==> src/rtl/text_overlay_sched.sv <==
// HUD text-row character scheduler with a once-per-frame score-to-BCD conversion.
// Optional feature: define TEXT_BLINK_EN to blink row 2 while one life remains.
module text_overlay_sched #(
  parameter int unsigned RECT_X      = 576,
  parameter int unsigned RECT_Y      = 268,
  parameter int unsigned RECT_Y_2    = 332,
  parameter int unsigned RECT_CHAR_X = 128,
  parameter int unsigned RECT_CHAR_Y = 16
) (
  input  logic        clk,
  input  logic        rst_n,
  input  logic [10:0] hcount,
  input  logic [10:0] vcount,
  input  logic        vblnk,
  input  logic [13:0] score,
  input  logic [2:0]  lives,
  output logic [6:0]  char_code,
  output logic [3:0]  char_line,
  output logic [2:0]  char_col,
  output logic        char_act,
  output logic        conv_busy
);

  localparam int unsigned POS_W   = 11;
  localparam int unsigned SCORE_W = 14;
  localparam int unsigned BCD_W   = 16;
  localparam int unsigned WORK_W  = BCD_W + SCORE_W;
  localparam int unsigned ITERS   = 14;
  localparam int unsigned ITER_W  = 4;

  localparam logic [SCORE_W-1:0] SCORE_MAX = SCORE_W'(9999);

  localparam logic [6:0] CH_SPC   = 7'h20;
  localparam logic [6:0] CH_ZERO  = 7'h30;
  localparam logic [6:0] CH_HEART = 7'h03;
  localparam logic [6:0] CH_S     = 7'h53;
  localparam logic [6:0] CH_C     = 7'h43;
  localparam logic [6:0] CH_O     = 7'h4F;
  localparam logic [6:0] CH_R     = 7'h52;
  localparam logic [6:0] CH_E     = 7'h45;
  localparam logic [6:0] CH_L     = 7'h4C;
  localparam logic [6:0] CH_I     = 7'h49;
  localparam logic [6:0] CH_V     = 7'h56;

  typedef enum logic [1:0] {
    IDLE   = 2'd0,
    CONV   = 2'd1,
    COMMIT = 2'd2
  } state_t;

  state_t              state;
  logic                vblnk_q;
  logic [WORK_W-1:0]   work;       // {bcd accumulator, score_q shift register}
  logic [WORK_W-1:0]   work_step_c;
  logic [ITER_W-1:0]   iter;
  logic [BCD_W-1:0]    disp_bcd;
  logic [2:0]          lives_q;
  logic                vblnk_rise_c;
  logic                blank_r2_c;

  assign vblnk_rise_c = vblnk && !vblnk_q;

  // Beam geometry
  logic [POS_W:0] h_ext, v_ext;
  logic           in_h_c, in_r1_c, in_r2_c;
  logic [6:0]     h_rel_c;
  logic [3:0]     idx_c, v_rel1_c, v_rel2_c;

  assign h_ext    = {1'b0, hcount};
  assign v_ext    = {1'b0, vcount};
  assign in_h_c   = (h_ext >= 12'(RECT_X)) && (h_ext < 12'(RECT_X + RECT_CHAR_X));
  assign in_r1_c  = in_h_c && (v_ext >= 12'(RECT_Y)) && (v_ext < 12'(RECT_Y + RECT_CHAR_Y));
  assign in_r2_c  = in_h_c && (v_ext >= 12'(RECT_Y_2)) && (v_ext < 12'(RECT_Y_2 + RECT_CHAR_Y));
  assign h_rel_c  = 7'(hcount - 11'(RECT_X));
  assign idx_c    = h_rel_c[6:3];
  assign v_rel1_c = 4'(vcount - 11'(RECT_Y));
  assign v_rel2_c = 4'(vcount - 11'(RECT_Y_2));

`ifdef TEXT_BLINK_EN
  logic [5:0] frame_cnt;

  always_ff @(posedge clk or negedge rst_n) begin
    if (!rst_n)            frame_cnt <= '0;
    else if (vblnk_rise_c) frame_cnt <= frame_cnt + 6'd1;
  end

  assign blank_r2_c = (lives_q == 3'd1) && frame_cnt[5];
`else
  assign blank_r2_c = 1'b0;
`endif

  // One double-dabble iteration: add 3 to any BCD nibble >= 5, then shift the pair left
  always_comb begin
    work_step_c = work;
    for (int i = 0; i < 4; i++) begin
      if (work[SCORE_W + 4*i +: 4] >= 4'd5)
        work_step_c[SCORE_W + 4*i +: 4] = work[SCORE_W + 4*i +: 4] + 4'd3;
    end
    work_step_c = work_step_c << 1;
  end

  always_ff @(posedge clk or negedge rst_n) begin
    if (!rst_n) begin
      state     <= IDLE;
      vblnk_q   <= 1'b0;
      work      <= '0;
      iter      <= '0;
      disp_bcd  <= '0;
      lives_q   <= '0;
      conv_busy <= 1'b0;
    end else begin
      vblnk_q <= vblnk;
      case (state)
        IDLE: begin
          if (vblnk_rise_c) begin
            work      <= {BCD_W'(0), (score > SCORE_MAX) ? SCORE_MAX : score};
            lives_q   <= lives;
            iter      <= '0;
            conv_busy <= 1'b1;
            state     <= CONV;
          end
        end
        CONV: begin
          work <= work_step_c;
          iter <= iter + ITER_W'(1);
          if (iter == ITER_W'(ITERS - 1)) state <= COMMIT;
        end
        COMMIT: begin
          disp_bcd  <= work[WORK_W-1:SCORE_W];
          conv_busy <= 1'b0;
          state     <= IDLE;
        end
        default: begin
          conv_busy <= 1'b0;
          state     <= IDLE;
        end
      endcase
    end
  end

  // Character decode for the current beam position
  logic [6:0] code_c;
  logic [3:0] line_c;
  logic [2:0] col_c;
  logic       act_c;

  always_comb begin
    code_c = CH_SPC;
    line_c = '0;
    col_c  = '0;
    act_c  = 1'b0;
    if (in_r1_c) begin
      act_c  = 1'b1;
      line_c = v_rel1_c;
      col_c  = h_rel_c[2:0];
      case (idx_c)
        4'd0:    code_c = CH_S;
        4'd1:    code_c = CH_C;
        4'd2:    code_c = CH_O;
        4'd3:    code_c = CH_R;
        4'd4:    code_c = CH_E;
        4'd6:    code_c = CH_ZERO + {3'b000, disp_bcd[15:12]};
        4'd7:    code_c = CH_ZERO + {3'b000, disp_bcd[11:8]};
        4'd8:    code_c = CH_ZERO + {3'b000, disp_bcd[7:4]};
        4'd9:    code_c = CH_ZERO + {3'b000, disp_bcd[3:0]};
        default: code_c = CH_SPC;
      endcase
    end else if (in_r2_c) begin
      act_c  = 1'b1;
      line_c = v_rel2_c;
      col_c  = h_rel_c[2:0];
      case (idx_c)
        4'd0:    code_c = CH_L;
        4'd1:    code_c = CH_I;
        4'd2:    code_c = CH_V;
        4'd3:    code_c = CH_E;
        4'd4:    code_c = CH_S;
        default: begin
          if ((idx_c >= 4'd6) && (idx_c <= 4'd12) && ((idx_c - 4'd6) < {1'b0, lives_q}))
            code_c = CH_HEART;
          else
            code_c = CH_SPC;
        end
      endcase
      if (blank_r2_c) code_c = CH_SPC;
    end
  end

  always_ff @(posedge clk or negedge rst_n) begin
    if (!rst_n) begin
      char_code <= '0;
      char_line <= '0;
      char_col  <= '0;
      char_act  <= 1'b0;
    end else begin
      char_code <= code_c;
      char_line <= line_c;
      char_col  <= col_c;
      char_act  <= act_c;
    end
  end

endmodule

==> config.mk <==
export PLATFORM = sky130hd
export DESIGN_NAME = text_overlay_sched
export DESIGN_NICKNAME = d
export VERILOG_FILES = /design/src/rtl/text_overlay_sched.sv
export SDC_FILE = /design/constraint.sdc
export NUM_CORES = 1
export LEC_CHECK = 0
export BUFFER_PORTS_ARGS = -buffer_cell sky130_fd_sc_hd__buf_2
export CORE_MARGIN = 2
export CORE_UTILIZATION = 35
export CTS_CLUSTER_DIAMETER = 200
export DETAILED_ROUTE_END_ITERATION = 12
export GPL_TIMING_DRIVEN = 1
export REMOVE_ABC_BUFFERS = 1
export SLEW_MARGIN = 30
export SYNTH_ARGS = -nofsm -noshare
export SYNTH_HDL_FRONTEND = slang
export SYNTH_SLANG_ARGS = --single-unit
export TNS_END_PERCENT = 5
==> constraint.sdc <==
create_clock -name clk -period 1.5 [get_ports clk]
set_input_delay 0.3 -clock clk [delete_from_list [all_inputs] [get_ports clk]]
set_output_delay 0.3 -clock clk [all_outputs]
set_load 0.05 [all_outputs]
==> results.cfg <==
[timing]
setup_ws_ps = -72.59
fin_setup_tns_ps = -264.3
period_share = 1.048
skew_ps = 10.92
rsz0062_at_grt = yes
finalCriticalPeriod_ps = 1573
slew_headroom = 0.7392
setup_viol_count_final = 8
tightest_slew_ps = 391.1
max_freq_mhz = 635.9
hold_violations = 0
slew_violations = 0

[synthesis]
ys_warn_count = 0
synth_cell_types = 44
synth_flop_cell = dfrtp_1
ys_ff_latch = 72
ys_top_cells_by_area = dfrtp_1, o21ai_0, ha_1
syn-instance-count = 347
syn_area_per_cell_um2 = 10.09
syn-cell-area_um2 = 3501
yosys-top-cells-count = dfrtp_1, o21ai_0, nand2_1
yosysTopAreaCellShare = 0.5147
async_flop_share = 1.000
synth-edff-count = 0
ys_seq_area_frac = 0.5147
synth_top_cell_by_area = dfrtp_1
synth.most_common_cell = dfrtp_1

[floorplan]
rows = 36
fp.dieW_um = 104.0
die_h_um = 104.0
core_um2 = 9729
start_util = 0.3598
ioPinCount = 58
dieArea_um2 = 10820

[placement]
port_buffers = 57
gp_congestion = 0.8162
detailed_place_hpwl_mm = 5.603
dp_cells = 567
post-place-ws_ps = -571.3

[worst_setup_path]
crit_path_max_fanout = 3
cp_slowest_cell = dfrtp_1
path_cells = inv_2 > ha_4 > a21o_1 > a31oi_2 > a21o_1 > nand3_2 > o32ai_2
reg2reg_setup_slack_ps = -70
reg2reg_to = char_code[1]
crit_type = reg2reg
required_ps = 1750
worst_setup_path_end_kind = register
crit_path_start_kind = register
max_stage_delay_ps = 370
r2r_cells = 7
r2r-start = lives_q[2]
crit_top_cell = a21o_1
worst-endpoint-arrival_ps = 1820

[route]
drtIter0Drc = 89
vias = 2941
viasPerCell = 5.019
wl_per_cell_um = 13.25
drc = 0
final_antenna_net_count = 0
wirelength_mm = 7.762
drt-pass1-iter-count = 4

[finish]
diodes = 0
finalNetCount = 505
syn2layout_area_growth_pct = 33.74
num-fill-cells = 917
final_util = 0.4812
drive_gt1_frac = 0.3510
fin_cells = 586

[clock_tree]
htree_num_levels = 3
root_buffer = clkbuf_8
clk_pin_slew_ps = 70
numCtsBuffers = 9
clock_path_buffers = 2
cts_tree = done
cts.sinks = 72
clk-insertion-delay-late_ps = 350

[global_route]
grt_pass1_vias = 2944
grt_max_degree = 73
grt_antenna_before_repair = 0
grt.total_usage = 0.1555
overflow = 0
grt_pass1_wl_mm = 13.63

[min_path]
holdPathStages = 1
holdPathEnd = vblnk_q
min_path_type = in2reg
min_from = vblnk

[pwr]
power_density_nw_per_um2 = 1630
finalPower_w = 0.007632
irDropWorstVdd_v = 0.0007238
p_leak_nw = 2.231

[status]
violations = negative setup slack
status = finished with violations

[flow_run]
drv_cap = 0
-- registers in the layout, indices dropped and copies added (netlist names) --
| signal | cells |
|---|---|
| char_act | 1 |
| char_line | 4 |
| vblnk_q | 1 |
| iter | 4 |
| char_col | 3 |
| disp_bcd | 16 |
| lives_q | 3 |
| work | 30 |
| state | 2 |
| char_code | 7 |
| conv_busy | 1 |
-- power breakdown --
part / internal (W) / switching, W / leakage [nW]
sequential: 0.00260 / 0.000495 / 0.925
combinational: 0.00141 / 0.00147 / 1.20
clock: 0.000938 / 0.000717 / 0.104
total: 0.00495 / 0.00269 / 2.23
-- worst max path at each step --
stage          startpoint      endpoint
3_5_place_dp    hcount[4]  char_code[1]
3_3_place_gp    hcount[4]  char_code[1]
5_1_grt        lives_q[2]  char_code[1]
2_1_floorplan    state[1]       work[4]
6_report       lives_q[2]  char_code[1]
4_1_cts        lives_q[2]  char_code[1]
-- layout make-up --
class | instances | area, µm² | share of cell area
clock inverters | 5 | 81.33 | 0.01737
multi-input cells | 240 | 1722 | 0.3677
well taps | 133 | 166.4 | 0.03554
repair buffers | 107 | 711.9 | 0.1521
flip-flops and latches | 72 | 1802 | 0.3848
inverters | 18 | 67.56 | 0.01443
clock buffers | 11 | 131.4 | 0.02806
-- stage by stage --
step | hold slack (ps) | area (µm²)
after CTS | 81.52 | 4609
after global routing | 77.00 | 4682
after detailed placement | 358.3 | 4267
after global placement | 362.6 | 4267
after floorplan | 4.409 | 3437
final | 85.26 | 4682
-- repair_timing --
item / CTS / global route
resized for setup: 19 / 19
endpoints found under the hold margin: 52 / 0
hold buffers: 1 / 0
setup buffers: 2 / 0
endpoints found under the setup margin: 23 / 40
pin swaps: 8 / 4
-- routing by layer --
layer,up-vias,global-route usage,share of wire
met3,9,0.04511,0.050
met5,-,0,0
li1,1454,-,-
met2,72,0.2641,0.49
met1,1406,0.1902,0.45
met4,0,0.05019,0.012
-- layout by cell type (no fill, tap or decap), types with 3 or more instances in the layout --
master    instances
o31ai_1           8
inv_1            15
nand2_1          33
nand2b_1          8
buf_2            57
buf_6             3
o22ai_1           3
xnor2_1           4
a21oi_1           9
a21oi_2           3
ha_1             11
nor3_1            4
mux2_2            8
a32o_1            4
nand3_1          19
dfrtp_1          72
xor2_1            5
buf_12            3
buf_4            43
a21o_1            7
and2_1            7
nand4_1           4
clkbuf_8          9
a22o_1            5
a22oi_1           9
o21ai_0          38
nor2_1            9
inv_2             3
a211oi_1          3
-- kinds of logic (layout without fill, tap and decap cells) --
logic type	count (synthesis)	in the layout	share of synthesized area
AOI/OAI and AO/OA	106	106	0.1984
xor gates and xnor gates	9	9	0.02251
adders and majority gates	15	15	0.05361
buffers and inverters	35	141	0.03753
DFF	72	72	0.5147
muxes	8	8	0.02573
and+or+nand+nor	102	102	0.1476
-- critical path, delay by kind of cell (launching register included) --
kind | cells | cell delay, ps
AO/OA/AOI/OAI | 4 | 730
adder cells (fa/ha/maj) | 1 | 200
buffers and inverters | 1 | 80
flip-flops | 1 | 370
AND/OR/NAND/NOR | 1 | 100
Note: power is estimated with default switching activity, not from simulation.
